`src/rtl/rv32i_types.sv`:
```
// rtl/rv32i_types.sv - shared store width and store FSM state types
package rv32i_types;

    typedef enum logic [2:0] {
        SB = 3'b000,
        SH = 3'b001,
        SW = 3'b010
    } store_funct3_t;

    typedef enum logic [1:0] {
        ST_IDLE  = 2'd0,
        ST_WRITE = 2'd1,
        ST_DONE  = 2'd2
    } store_state_t;

endpackage

```
`src/rtl/store_op_format.sv`:
```
// rtl/store_op_format.sv - combinational lane formatting and alignment check for stores
module store_op_format
    import rv32i_types::*;
(
    input  logic [2:0]  funct3,
    input  logic [1:0]  offset,
    input  logic [31:0] rs2_data,
    output logic [3:0]  byte_enable,
    output logic [31:0] wdata,
    output logic        legal
);

    always_comb begin
        byte_enable = 4'b0000;
        wdata       = 32'h0;
        legal       = 1'b0;
        case (funct3)
            SB: begin
                legal       = 1'b1;
                byte_enable = 4'b0001 << offset;
                wdata       = {4{rs2_data[7:0]}};
            end
            SH: begin
                legal       = ~offset[0];
                byte_enable = offset[1] ? 4'b1100 : 4'b0011;
                wdata       = {2{rs2_data[15:0]}};
            end
            SW: begin
                legal       = (offset == 2'b00);
                byte_enable = 4'b1111;
                wdata       = rs2_data;
            end
            default: ;
        endcase
    end

endmodule

```
`src/rtl/store_op_unit.sv`:
```
// rtl/store_op_unit.sv - store request FSM driving a single-beat memory write
module store_op_unit
    import rv32i_types::*;
(
    input  logic        clk,
    input  logic        rst,
    input  logic        start,
    input  logic [2:0]  funct3,
    input  logic [31:0] addr,
    input  logic [31:0] rs2_data,
    input  logic        mem_resp,
    output logic [31:0] mem_address,
    output logic [31:0] mem_wdata,
    output logic [3:0]  mem_byte_enable,
    output logic        mem_write,
    output logic        busy,
    output logic        done,
    output logic        store_err
);

    store_state_t state;
    logic [3:0]   fmt_be;
    logic [31:0]  fmt_wdata;
    logic         fmt_legal;

    store_op_format u_format (
        .funct3      (funct3),
        .offset      (addr[1:0]),
        .rs2_data    (rs2_data),
        .byte_enable (fmt_be),
        .wdata       (fmt_wdata),
        .legal       (fmt_legal)
    );

    always_ff @(posedge clk or posedge rst) begin
        if (rst) begin
            state           <= ST_IDLE;
            mem_address     <= 32'h0;
            mem_wdata       <= 32'h0;
            mem_byte_enable <= 4'b0000;
            store_err       <= 1'b0;
        end else begin
            store_err <= 1'b0;
            case (state)
                ST_IDLE: begin
                    if (start) begin
                        if (fmt_legal) begin
                            mem_address     <= {addr[31:2], 2'b00};
                            mem_wdata       <= fmt_wdata;
                            mem_byte_enable <= fmt_be;
                            state           <= ST_WRITE;
                        end else begin
                            store_err <= 1'b1;
                        end
                    end
                end
                ST_WRITE: begin
                    if (mem_resp) state <= ST_DONE;
                end
                ST_DONE: state <= ST_IDLE;
                default: state <= ST_IDLE;
            endcase
        end
    end

    // Decoded from state so an async reset drops mem_write without waiting for a clock
    assign mem_write = (state == ST_WRITE);
    assign busy      = (state != ST_IDLE);
    assign done      = (state == ST_DONE);

endmodule

```
`config.mk`:
```
export PLATFORM = sky130hd
export DESIGN_NAME = store_op_unit
export DESIGN_NICKNAME = d
export VERILOG_FILES = /design/src/rtl/rv32i_types.sv /design/src/rtl/store_op_format.sv /design/src/rtl/store_op_unit.sv
export SDC_FILE = /design/constraint.sdc
export NUM_CORES = 1
export LEC_CHECK = 0
export ABC_AREA = 0
export CAP_MARGIN = 20
export CORE_MARGIN = 3
export CORE_UTILIZATION = 44
export CTS_CLUSTER_SIZE = 28
export DETAILED_ROUTE_END_ITERATION = 6
export PLACE_DENSITY = 0.85
export SETUP_SLACK_MARGIN = 0.02
export SYNTH_ARGS = -nofsm -noshare
export SYNTH_HDL_FRONTEND = slang
export SYNTH_SLANG_ARGS = --single-unit
```
`constraint.sdc`:
```
create_clock -name clk -period 4.81 [get_ports clk]
set_clock_uncertainty 0.05 [all_clocks]
set_input_delay 0.962 -clock clk [delete_from_list [all_inputs] [get_ports clk]]
set_output_delay 0.962 -clock clk [all_outputs]
set_load 0.01 [all_outputs]
```
Word level (Yosys, flattened, before mapping)

Index checks and enable logic that the tools add are counted.

Logic and storage cells: 31
Bits of input ports: 71
Register bits: 69
Output and inout port bits: 72

Reductions and logical operators: 6
Eq/ne operators: 7
Multiplexer cells: 11
Shifts and indexed selects: 1
Bitwise logic cells: 1

Operator list:

| operator                                        | number |
|---|---|
| one-hot mux 32 bit (3 select lines)             | 1 |
| one-hot mux 4 bit (3 select lines)              | 1 |
| 2-to-1 mux 2 bit                                | 3 |
| != test 2 bit, second input constant            | 3 |
| AND reduction 3 bit                             | 2 |
| logical NOT 2 bit                               | 2 |
| 2-to-1 mux 4 bit                                | 1 |
| one-hot mux 2 bit (2 select lines)              | 1 |
| << shifter 1 x 2 -> 4 bit, first input constant | 1 |
| == test 3 x 1 -> 1 bit, second input constant   | 1 |
| == test 3 x 2 -> 1 bit, second input constant   | 1 |
| logical NOT 3 bit                               | 1 |
| 2-to-1 mux 1 bit                                | 3 |
| one-hot mux 1 bit (3 select lines)              | 1 |
| == test 2 x 1 -> 1 bit, second input constant   | 1 |
| == test 2 bit, second input constant            | 1 |
| nonzero test 2 bit                              | 1 |
| inverter 1 bit                                  | 1 |

Logic depth before layout (Yosys ltp)

Depth in word-level cells: 5
Mapped depth: 7
Gate-level depth less buffers: 4

Hierarchy

Synthesis repeated with hierarchy kept, for this count alone.

Cell total of the unflattened synthesis: 257
Area, all modules: 3367.0 sq um

Modules (own cells, without submodules):

| module          | cells each | instances | area an instance (sq um) | sequential area each (sq um) |
|---|---|---|---|---|
| store_op_unit   | 155        | 1         | 2817.7                   | 1726.7 |
| store_op_format | 102        | 1         | 549.3                    | 0.0 |

Least setup slack after synthesis

No wires, ideal clock.

Path kind: input port to flip-flop
Start: input funct3[0]
End: register mem_address[10]
Path buffers: 3
Library setup time: 0.125 ns
Cell stages on the path: 6
Data required time: 4.635 ns
Slack: 2.643 ns
Arrival: 1.991 ns
Path through: buf_2 -> a21oi_1 -> o21ai_2 -> buf_6 -> buf_6 -> mux2_4

Cells in the longest elaborated chain, start to end: 3
Elaborated cells between the ends (all ways): 5
Those cells by class: eq/ne (2); mux (1); reduce/logical (2)

RTL lines:

| what                                                 | line                  | RTL |
|---|---|---|
| start, declared                                      | store_op_unit.sv:8    | `input logic [2:0] funct3,` |
| == test 3 x 2 -> 1 bit, or another cell as far along | store_op_format.sv:17 | `case (funct3)` |
| one-hot mux 1 bit (3 select lines) (*)               | store_op_format.sv:17 |  |
| AND reduction 3 bit (no line) (*)                    | --                    |  |
| end signal, assigned                                 | store_op_unit.sv:48   | `mem_address <= {addr[31:2], 2'b00};` |
| end, declared                                        | store_op_unit.sv:12   | `output logic [31:0] mem_address,` |

Every way passes the cells marked *; elsewhere a longest branch is shown, timed or not.
A chain may end at the register's enable or synchronous reset.

Final worst setup path

Start: input funct3[1]
End: register mem_wdata[7]

Cells in the longest elaborated chain, start to end: 3
Elaborated cells between the ends (all ways): 6
Those cells by class: eq/ne (2); mux (2); reduce/logical (2)

RTL lines:

| what                                                 | line                  | RTL |
|---|---|---|
| == test 3 x 2 -> 1 bit, or another cell as far along | store_op_format.sv:17 |  |
| one-hot mux 1 bit (3 select lines)                   | store_op_format.sv:17 |  |
| AND reduction 3 bit (no line)                        | --                    |  |
| end signal, assigned                                 | store_op_unit.sv:49   | `mem_wdata <= fmt_wdata;` |
| end, declared                                        | store_op_unit.sv:13   | `output logic [31:0] mem_wdata,` |

Parallel ways exist; a longest one is shown, timed or not.

==> impl_results.md <==
- Status: completed
- Post-CTS Setup Inserts: 0
- Remaining DRCs: 0
- Antenna violations before repair: 0
- Number of max-cap violations: 0
- Most common library cells after synthesis: dfrtp_1, mux2_2, nand2_1, a21oi_1, o21ai_0
- CP max FO: 68
- Post-synth ARST share: 1.00
- Synth Warn #: 0
- Setup crit start: funct3[1]
- Synth top area share: 0.574
- Root Buffer: clkbuf_8
- Num ports: ~140
- CTS Sinks: slightly below 70
- Reg2reg end: mem_wdata[7]
- Cell Rows: 29
- Sw Pwr: 0.512 mW
- Tot Pwr: between 1.5 and 2 mW
- Worst-path clk slew: approximately 0.070 ns
- Maximum clock insertion buffer count: 2
- Largest family of logic cells by synthesized area: multiplexers
- FF-to-FF Start: state[0]
- Layout cells sized above 1: 0.160
- Cell Pwr Density: a little over 400 nW/µm²
- Sw Ratio: 0.272
- Initial Util: 0.463
- Routed wire length: ~7600 µm
- GRT Overall Usage: 0.204
- Combinational Power Share: 0.324
- Critical Path End: mem_wdata[7]
- Slowest CP cell: clkdlybuf4s50_1
- Type of the worst setup path: in2reg
- CTS Buf Count: 9
- DIE WIDTH: between 80 and 90 µm
- Netlist cell types: 26
- WP data required: approximately 5.0 ns
- CP cell instances: clkdlybuf4s50_1 > a21oi_1 > o21ai_4 > buf_4 > mux2_2
- CTS Hold Bufs: 0
- Synth Instances: between 200 and 300
- Unrepaired setup endpoints after global routing: false
- H-tree levels: 3
- First-pass GRT wire length: around 12000 µm
- Pint: approximately 1.4 mW
- Nets@finish: 467
- Register area: roughly 1700 µm²
- Final hold vios: 0
- Area of the core: approximately 6500 µm²
- Mux share of post-synthesis cell area: 0.173
- Routed Antenna Nets: 0
- Largest area contributor in the netlist: dfrtp_1
- Final min period: 2.90 ns
- Layout fillers: 493
- Pre-antenna DRT Iters: 4
- Post-Synth Adder-Cell Area: 0
- I/O Buffers: 140
- Synth Area per Inst: 11.6 µm²
- Pin count of the biggest net entering global routing: about 70
- Dpl ws: between 1.5 and 2 ns
- Clk_lat worst skew: roughly 0.33 ns
- Leakage: 1.97 nW
- Sequential-to-total area share from yosys stat: 0.574
- Crit end category: flop
- Multi-input gate area: 1170 µm²
- Min-delay worst type: reg2reg
- Arr. time, crit path: ~3.1 ns
- Ranking of synthesized cells by area: dfrtp_1, mux2_2, a21oi_1
- Clock power share: 0.259
- Yosys reg bits: slightly below 70
- Compound-gate portion of the synthesized area: 0.112
- Delay of the slowest critical-path stage: approximately 0.80 ns
- Wire per inst: about 16 µm
- Crit path buf inv count: 2
- Post-synth EDFFs: 0
- VDD IR max: approximately 0.00023 V
- ANT cells: 0
- Number of stages on the worst setup path: 5
- Placer congestion estimate: 0.749
- CTS resizes: 0
- Via count: 2434
- Flop pwr share: 0.417
- Predominant post-synthesis flop cell: dfrtp_1
- Final setup violation count: 0
- DR iter-0 viols: 76
- Cell family with most CP delay: buffers and inverters
- Crit start category: input pin
- Post-DP HPWL: 5760 µm
- Final Cycle Share: 0.602
- Fmax: around 350 MHz
- Slew @ Worst Pin: 0.950 ns
- TritonCTS clock tree: yes
- Max-Slew Margin vs Limit: 0.364
- Count leader, synth: dfrtp_1
- Mapped Area: between 3000 and 4000 µm²
- TNS Setup: 0 ns
- Synthesis-to-finish area growth: 54.4%
- Number of global-route vias before repair: approximately 2600
- Die Ht: 88.7 µm
- Via density: approximately 5
- Simple-Gate Fraction of Synth Area: 0.0982
- Total gr overflow: 0
- Die area: between 7000 and 8000 µm²
- Setup ws final: between 1.5 and 2 ns
- XOR/XNOR Fraction of Synth Area: 0
- Final slew viol count: 0
- R2r worst-path depth: 4
- R2R Setup Slk: about 3 ns
kinds of logic after synthesis:
family / after synthesis
flops: 69
compound gates: 62
simple gates: 59
mux: 46
buf+inv: 22
other cells: 1
worst min-delay path, stage by stage, from the launching register on:
cell and delay, ns:
dfrtp_1 0.34, nand2_1 0.05, o31ai_1 0.05
per-stage QoR:
step | instances | util | area (µm²) | hold WS [ns]
3_5_place_dp | 462 | 0.682 | 4430 | 0.415
5_1_grt | 478 | 0.715 | 4640 | 0.453
2_1_floorplan | 260 | - | 3010 | 0.464
6_report | 478 | 0.715 | 4640 | 0.428
3_3_place_gp | 462 | 0.682 | 4430 | 0.411
4_1_cts | 478 | 0.715 | 4640 | 0.430
cell type report:
type / instances / area share
multi-input cells: 169 / 0.251
inverters: 3 / 0.00243
clock buffers: 12 / 0.0334
repair buffers: 144 / 0.308
clock inverters: 4 / 0.0119
flip-flops and latches: 69 / 0.372
well taps: 77 / 0.0208
cells in the final DEF, fill, tap and decap left out:
cell type / count
a21boi_0: 1
nor2_1: 12
inv_6: 1
dfrtp_1: 69
clkbuf_8: 11
nor3_4: 1
bufinv_16: 1
clkbuf_1: 1
buf_4: 4
mux2i_1: 8
clkinvlp_4: 1
o21ai_0: 25
nor2b_1: 11
inv_1: 2
nand2_1: 28
nor3b_2: 1
clkdlybuf4s50_1: 140
mux2_4: 3
inv_2: 1
conb_1: 2
nor3b_1: 1
o21ai_4: 1
nor4b_2: 1
or2_2: 2
nand2b_1: 1
a21oi_1: 27
clkinv_4: 1
o31ai_1: 8
mux2_2: 35
and2_1: 1
power groups by stage:
stage	Combinational, mW	Sequential, mW	Clock [mW]
floorplan	0.173	0.858	0
global placement	0.606	0.790	0
detailed placement	0.620	0.796	0
CTS	0.621	0.787	0.501
global route	0.661	0.803	0.524
finish	0.610	0.785	0.487
state kept, by name, indices dropped and copies added (netlist names):
name,count
mem_address,30
mem_byte_enable,4
mem_wdata,32
state,2
store_err,1
per-layer routing:
layer	track usage	wire length, µm	vias to the layer above
met5	0	0	-
met4	0.0865	110	0
met3	0.0549	609	14
met2	0.353	3850	99
met1	0.239	3050	1158
li1	-	-	1163
worst min-delay path by stage:
stage / from / to / slack (ns) / depth (start not counted)
after floorplan: mem_wdata[24] / mem_wdata[24] / 0.46 / 2
after global placement: mem_wdata[17] / mem_wdata[17] / 0.41 / 2
after detailed placement: mem_wdata[17] / mem_wdata[17] / 0.41 / 2
after CTS: mem_wdata[17] / mem_wdata[17] / 0.43 / 2
after global routing: mem_wdata[22] / mem_wdata[22] / 0.45 / 2
final: mem_wdata[17] / mem_wdata[17] / 0.43 / 2
Power figures use the tool's default switching activity.
